## config.mk

```make
export PLATFORM = sky130hd
export DESIGN_NAME = i2s_sample_fifo
export DESIGN_NICKNAME = d
export VERILOG_FILES = /design/src/rtl/i2s_sample_fifo.sv
export SDC_FILE = /design/constraint.sdc
export NUM_CORES = 1
export LEC_CHECK = 0
export ABC_AREA = 1
export BUFFER_PORTS_ARGS = -buffer_cell sky130_fd_sc_hd__clkbuf_2
export CORE_UTILIZATION = 30
export CTS_CLUSTER_DIAMETER = 50
export DETAILED_ROUTE_END_ITERATION = 12
export MAX_ROUTING_LAYER = met4
export SLEW_MARGIN = 25
export SYNTH_ARGS = -nofsm -noshare
export SYNTH_HDL_FRONTEND = slang
export SYNTH_SLANG_ARGS = --single-unit
export TNS_END_PERCENT = 100
```

## constraint.sdc

```tcl
create_clock -name clk -period 3.35 [get_ports clk]
set_clock_uncertainty 0.2 [all_clocks]
set_input_delay 0.335 -clock clk [delete_from_list [all_inputs] [get_ports clk]]
set_output_delay 0.335 -clock clk [all_outputs]
set_load 0.02 [all_outputs]
```

## src/rtl/i2s_sample_fifo.sv

```systemverilog
// Stereo sample FIFO feeding the i2s serializer: valid/ready push side, one pair per
// frame request on the pop side, silence and a saturating count on underrun.
module i2s_sample_fifo #(
    parameter int DATA_W = 24,
    parameter int DEPTH  = 8,
    parameter int CNT_W  = 16
) (
    input  logic                     clk,
    input  logic                     rst_n,
    input  logic                     s_valid,
    output logic                     s_ready,
    input  logic [DATA_W-1:0]        s_left,
    input  logic [DATA_W-1:0]        s_right,
    input  logic                     flush,
    input  logic                     frame_req,
    output logic [DATA_W-1:0]        tx_left,
    output logic [DATA_W-1:0]        tx_right,
    output logic                     tx_valid,
    output logic                     underrun,
    output logic [CNT_W-1:0]         underrun_cnt,
    output logic [$clog2(DEPTH):0]   level
);

    localparam int AW = $clog2(DEPTH);
    localparam int LW = AW + 1;
    localparam logic [LW-1:0]    LVL_FULL = LW'(DEPTH);
    localparam logic [LW-1:0]    LVL_ONE  = LW'(1);
    localparam logic [AW-1:0]    PTR_ONE  = AW'(1);
    localparam logic [CNT_W-1:0] CNT_ONE  = CNT_W'(1);
    localparam logic [CNT_W-1:0] CNT_MAX  = {CNT_W{1'b1}};

    logic [2*DATA_W-1:0] mem_r [DEPTH];
    logic [AW-1:0]       wptr_r;
    logic [AW-1:0]       rptr_r;
    logic [LW-1:0]       level_r;
    logic [LW-1:0]       level_nxt_s;
    logic [DATA_W-1:0]   tx_left_r;
    logic [DATA_W-1:0]   tx_right_r;
    logic                tx_valid_r;
    logic                underrun_r;
    logic [CNT_W-1:0]    underrun_cnt_r;
    logic                empty_s;
    logic                ready_s;
    logic                push_s;
    logic                pop_s;
    logic                unr_s;

    // Readiness uses only the registered level, so a same-cycle pop never frees a full FIFO.
    assign empty_s = (level_r == {LW{1'b0}});
    assign ready_s = (level_r != LVL_FULL);
    assign push_s  = s_valid && ready_s && !flush;
    assign pop_s   = frame_req && !empty_s && !flush;
    assign unr_s   = frame_req && (empty_s || flush);

    assign s_ready      = ready_s;
    assign level        = level_r;
    assign tx_left      = tx_left_r;
    assign tx_right     = tx_right_r;
    assign tx_valid     = tx_valid_r;
    assign underrun     = underrun_r;
    assign underrun_cnt = underrun_cnt_r;

    // Next occupancy: push and pop in the same cycle cancel out.
    always_comb begin
        level_nxt_s = level_r;
        case ({push_s, pop_s})
            2'b10:   level_nxt_s = level_r + LVL_ONE;
            2'b01:   level_nxt_s = level_r - LVL_ONE;
            default: level_nxt_s = level_r;
        endcase
    end

    // Sample storage; contents are don't-care until written, so no reset.
    always_ff @(posedge clk) begin
        if (push_s) begin
            mem_r[wptr_r] <= {s_left, s_right};
        end
    end

    // Pointers and occupancy; flush overrides any push or pop.
    always_ff @(posedge clk or negedge rst_n) begin
        if (!rst_n) begin
            wptr_r  <= {AW{1'b0}};
            rptr_r  <= {AW{1'b0}};
            level_r <= {LW{1'b0}};
        end else if (flush) begin
            wptr_r  <= {AW{1'b0}};
            rptr_r  <= {AW{1'b0}};
            level_r <= {LW{1'b0}};
        end else begin
            if (push_s) begin
                wptr_r <= wptr_r + PTR_ONE;
            end
            if (pop_s) begin
                rptr_r <= rptr_r + PTR_ONE;
            end
            level_r <= level_nxt_s;
        end
    end

    // Serializer-facing registers: a served frame loads data or silence and pulses tx_valid.
    always_ff @(posedge clk or negedge rst_n) begin
        if (!rst_n) begin
            tx_left_r  <= {DATA_W{1'b0}};
            tx_right_r <= {DATA_W{1'b0}};
            tx_valid_r <= 1'b0;
            underrun_r <= 1'b0;
        end else if (unr_s) begin
            tx_left_r  <= {DATA_W{1'b0}};
            tx_right_r <= {DATA_W{1'b0}};
            tx_valid_r <= 1'b1;
            underrun_r <= 1'b1;
        end else if (pop_s) begin
            tx_left_r  <= mem_r[rptr_r][2*DATA_W-1:DATA_W];
            tx_right_r <= mem_r[rptr_r][DATA_W-1:0];
            tx_valid_r <= 1'b1;
            underrun_r <= 1'b0;
        end else begin
            tx_valid_r <= 1'b0;
            underrun_r <= 1'b0;
        end
    end

    // Underrun counter survives flush and sticks at its maximum.
    always_ff @(posedge clk or negedge rst_n) begin
        if (!rst_n) begin
            underrun_cnt_r <= {CNT_W{1'b0}};
        end else if (unr_s && (underrun_cnt_r != CNT_MAX)) begin
            underrun_cnt_r <= underrun_cnt_r + CNT_ONE;
        end else begin
            underrun_cnt_r <= underrun_cnt_r;
        end
    end

endmodule

```

==> flow_metrics.tcl <==
set metrics [dict create \
    initial_utilization_pct 30.6 \
    ant_nets 0 \
    layout_worst_path_cycle_share_pct 73.9 \
    post-route-cell-area_um2 22300 \
    post_synth_num_cell_types 28 \
    combPwrFrac_pct 21.8 \
    switching_share_pct 31.1 \
    cts-htree-levels 2 \
    synthCells 1469 \
    die_width_um 248 \
    rsz0062_at_grt "false" \
    io-pin-count 124 \
    clock_power_share_pct 36.6 \
    mappedNetlistNets 1527 \
    placement_rows 89 \
    switchingPower_mw 5.12 \
    worst-endpoint-required_ns 3.44 \
    sequential_cell_area_um2 13400 \
    crit_path_max_fanout 17 \
    postSynthRegisterBits 460 \
    grt_util_all_layers_pct 15.3 \
    cts_setup_buffers 0 \
    most-common-layout-cells "384 x sky130_fd_sc_hd__edfxtp_1, 288 x sky130_fd_sc_hd__nand2_1, 200 x sky130_fd_sc_hd__nor2_1, 122 x sky130_fd_sc_hd__clkbuf_2, 98 x sky130_fd_sc_hd__a21oi_1" \
    setup_total_negative_slack_ns 0 \
    dieArea_um2 61600 \
    routed_via_density 4.75 \
    leakage_dissipation_nw 8.29 \
    status "complete, no violations" \
    type_of_the_worst_setup_path "primary input to register" \
    slew_violations 0 \
    fill_cells 5724 \
    clk_pin_slew_ns 0.06 \
    timing_worst_slew_pin_value_ns 0.816 \
    cp-end-kind "register" \
    dpl_cell_area_um2 19800 \
    cts_made_buffers 54 \
    dr.first_iter.drc_count 856 \
    first_global_vias 11714 \
    cts.path.max_buffers 3 \
    cts_sinks 460 \
    setup-violations-final 0 \
    synth_seq_area_share_pct 73.9 \
    grt_pass1_wl_um 69500 \
    type_of_the_most_critical_hold_path "primary input to asynchronous set/reset pin" \
    mostFrequentLayoutCell "sky130_fd_sc_hd__edfxtp_1" \
    power_frac_seq_pct 41.7 \
    drc 0 \
    peakVddDrop_mv 0.399 \
    dr.pass1.iters 5 \
    clk-insertion-delay-late_ns 0.60 \
    die-height_um 248 \
    maximum_capacitance_violations 0 \
    areaGrowthSynthToFinish_pct 22.4 \
    core_um2 59500 \
    fmax_mhz 404 \
    detailroute.via_count 11759 \
    internal_power_mw 11.3 \
    place.detailed.hpwl_um 24400 \
    total_routed_length_um 45000 \
    maximum_number_of_pins_on_one_net_before_global_route_repair 73 \
    antenna_found_initial 4 \
    multi_input_area_um2 4140 \
    startpoint_type "primary input" \
    drive_gt1_share_pct 15.9 \
    netlist_area_um2 18200 \
    global_route.overflow_total 0 \
    yosys_warnings 0 \
    worst_max_slew_margin_expressed_relative_to_the_limit_pct 45.6 \
    tritoncts "built" \
    cellPowerDensity_nw_per_um2 739 \
    route.detailed.wl_per_inst_um 18.2 \
    place.port_buffers 123 \
    syn_avg_cell_area_um2 12.4 \
    layout_min_cycle_time_ns 2.47 \
    finish.net_count 1706 \
    hold_violations 0 \
    clk_root_buffer_cell "sky130_fd_sc_hd__clkbuf_16" \
    cp_data_arrival_time_ns 2.56 \
    finalWeightedCongestion 0.812 \
]
state kept, by name (all words and copies together) (netlist names):
| signal | count |
|---|---|
| mem_r | 384 |
| level | 4 |
| wptr_r | 3 |
| tx_left | 24 |
| tx_valid | 1 |
| rptr_r | 3 |
| underrun | 1 |
| tx_right | 24 |
| underrun_cnt | 16 |
per-stage QoR:
stage	setup WS, ns	hold WS [ns]	total power [mW]	utilization (%)	std cells
2_1_floorplan	-0.451	-0.161	9.35	-	1469
3_3_place_gp	0.867	0.279	10.5	33.4	2311
3_5_place_dp	0.856	0.292	10.5	33.4	2311
4_1_cts	0.877	0.283	16.7	37.4	2467
5_1_grt	0.741	0.214	17.3	37.4	2471
6_report	0.875	0.150	16.5	37.4	2473
timing repair:
action,CTS,global route
hold buffers,54,0
endpoints found under the hold margin,452,0
resized for setup,0,0
cells by family (layout without fill, tap and decap cells):
group / count (synthesis) / count (layout) / synth area share, %
AOI/OAI and AO/OA: 254 / 254 / 8.69
DFF: 460 / 460 / 73.9
adders and majority gates: 5 / 5 / 0.344
other: 0 / 6 / 0
xor gates and xnor gates: 15 / 15 / 0.723
buffers and inverters: 159 / 384 / 3.65
and+or+nand+nor: 576 / 576 / 12.7
routing by layer:
metal / up-vias / GRT usage, % / wire (um)
met3: 71 / 3.00 / 2700
li1: 5561 / - / -
met2: 304 / 23.3 / 20700
met4: 0 / 4.50 / 907
met1: 5823 / 20.6 / 20700
met5: - / - / 0
worst max-delay path, cell delays in order:
cell                            delay, ns
sky130_fd_sc_hd__dlygate4sd3_1       0.55
sky130_fd_sc_hd__clkbuf_2            0.16
sky130_fd_sc_hd__inv_1               0.19
sky130_fd_sc_hd__nand3_1             0.12
sky130_fd_sc_hd__inv_1               0.11
sky130_fd_sc_hd__nand2_1             0.24
sky130_fd_sc_hd__nor2_4              0.57
sky130_fd_sc_hd__buf_12              0.26
power groups by stage:
stage	Sequential, mW	Clock [mW]	Combinational [mW]
floorplan	7.22	0	2.13
global placement	6.96	0	3.49
detailed placement	6.98	0	3.55
CTS	6.87	6.16	3.63
global route	6.91	6.36	4.02
finish	6.86	6.01	3.58
synth_stat cells:
library cell / instances / area, um^2
sky130_fd_sc_hd__nor2_1: 208 / 781
sky130_fd_sc_hd__nand3b_1: 2 / 15.0
sky130_fd_sc_hd__o21ai_0: 31 / 155
sky130_fd_sc_hd__edfxtp_1: 384 / 11500
sky130_fd_sc_hd__nor3_1: 50 / 250
sky130_fd_sc_hd__buf_1: 3 / 11.3
sky130_fd_sc_hd__inv_1: 72 / 270
sky130_fd_sc_hd__inv_2: 3 / 11.3
sky130_fd_sc_hd__nor2_4: 2 / 22.5
sky130_fd_sc_hd__o31ai_1: 48 / 360
sky130_fd_sc_hd__buf_6: 1 / 11.3
sky130_fd_sc_hd__a21boi_2: 1 / 11.3
sky130_fd_sc_hd__o22ai_1: 1 / 6.26
sky130_fd_sc_hd__nand3_1: 13 / 65.1
sky130_fd_sc_hd__clkbuf_1: 33 / 124
sky130_fd_sc_hd__dfrtp_1: 76 / 1900
sky130_fd_sc_hd__nor3_2: 3 / 30.0
sky130_fd_sc_hd__nand2_2: 4 / 25.0
sky130_fd_sc_hd__xor2_1: 9 / 78.8
sky130_fd_sc_hd__o311ai_1: 48 / 420
sky130_fd_sc_hd__o21ai_1: 27 / 135
sky130_fd_sc_hd__nand4_1: 3 / 18.8
sky130_fd_sc_hd__buf_2: 47 / 235
sky130_fd_sc_hd__nand2_1: 288 / 1080
sky130_fd_sc_hd__ha_1: 5 / 62.6
sky130_fd_sc_hd__a21oi_1: 98 / 490
sky130_fd_sc_hd__nor2_2: 3 / 18.8
sky130_fd_sc_hd__xnor2_1: 6 / 52.6
worst paths after layout:
| path | start | end | slack [ns] | cells past startpoint |
|---|---|---|---|---|
| min reg2reg | underrun_cnt[9]$_DFFE_PN0P_ | underrun_cnt[9]$_DFFE_PN0P_ | 0.29 | 1 |
| max | flush | mem_r[4][2]$_DFFE_PP_ | 0.88 | 8 |
| min in group clk | underrun_cnt[9]$_DFFE_PN0P_ | underrun_cnt[9]$_DFFE_PN0P_ | 0.29 | 1 |
| min | rst_n | tx_left[19]$_DFFE_PN0P_ | 0.15 | 2 |
| max reg2reg | level[1]$_DFFE_PN0P_ | mem_r[4][2]$_DFFE_PP_ | 0.89 | 7 |
| max in group asynchronous | rst_n | tx_right[11]$_DFFE_PN0P_ | 2.01 | 3 |
final cells by class:
| type | instances | share of cell area [%] |
|---|---|---|
| Sequential cell | 460 | 60.4 |
| Timing Repair Buffer | 207 | 6.97 |
| Clock buffer | 70 | 6.66 |
| Multi-Input combinational cell | 850 | 18.6 |
| Clock inverter | 32 | 1.66 |
| Tap cell | 773 | 4.35 |
| Antenna cell | 6 | 0.0675 |
| Inverter | 75 | 1.30 |
No activity file was read; power rests on OpenSTA's default activity.
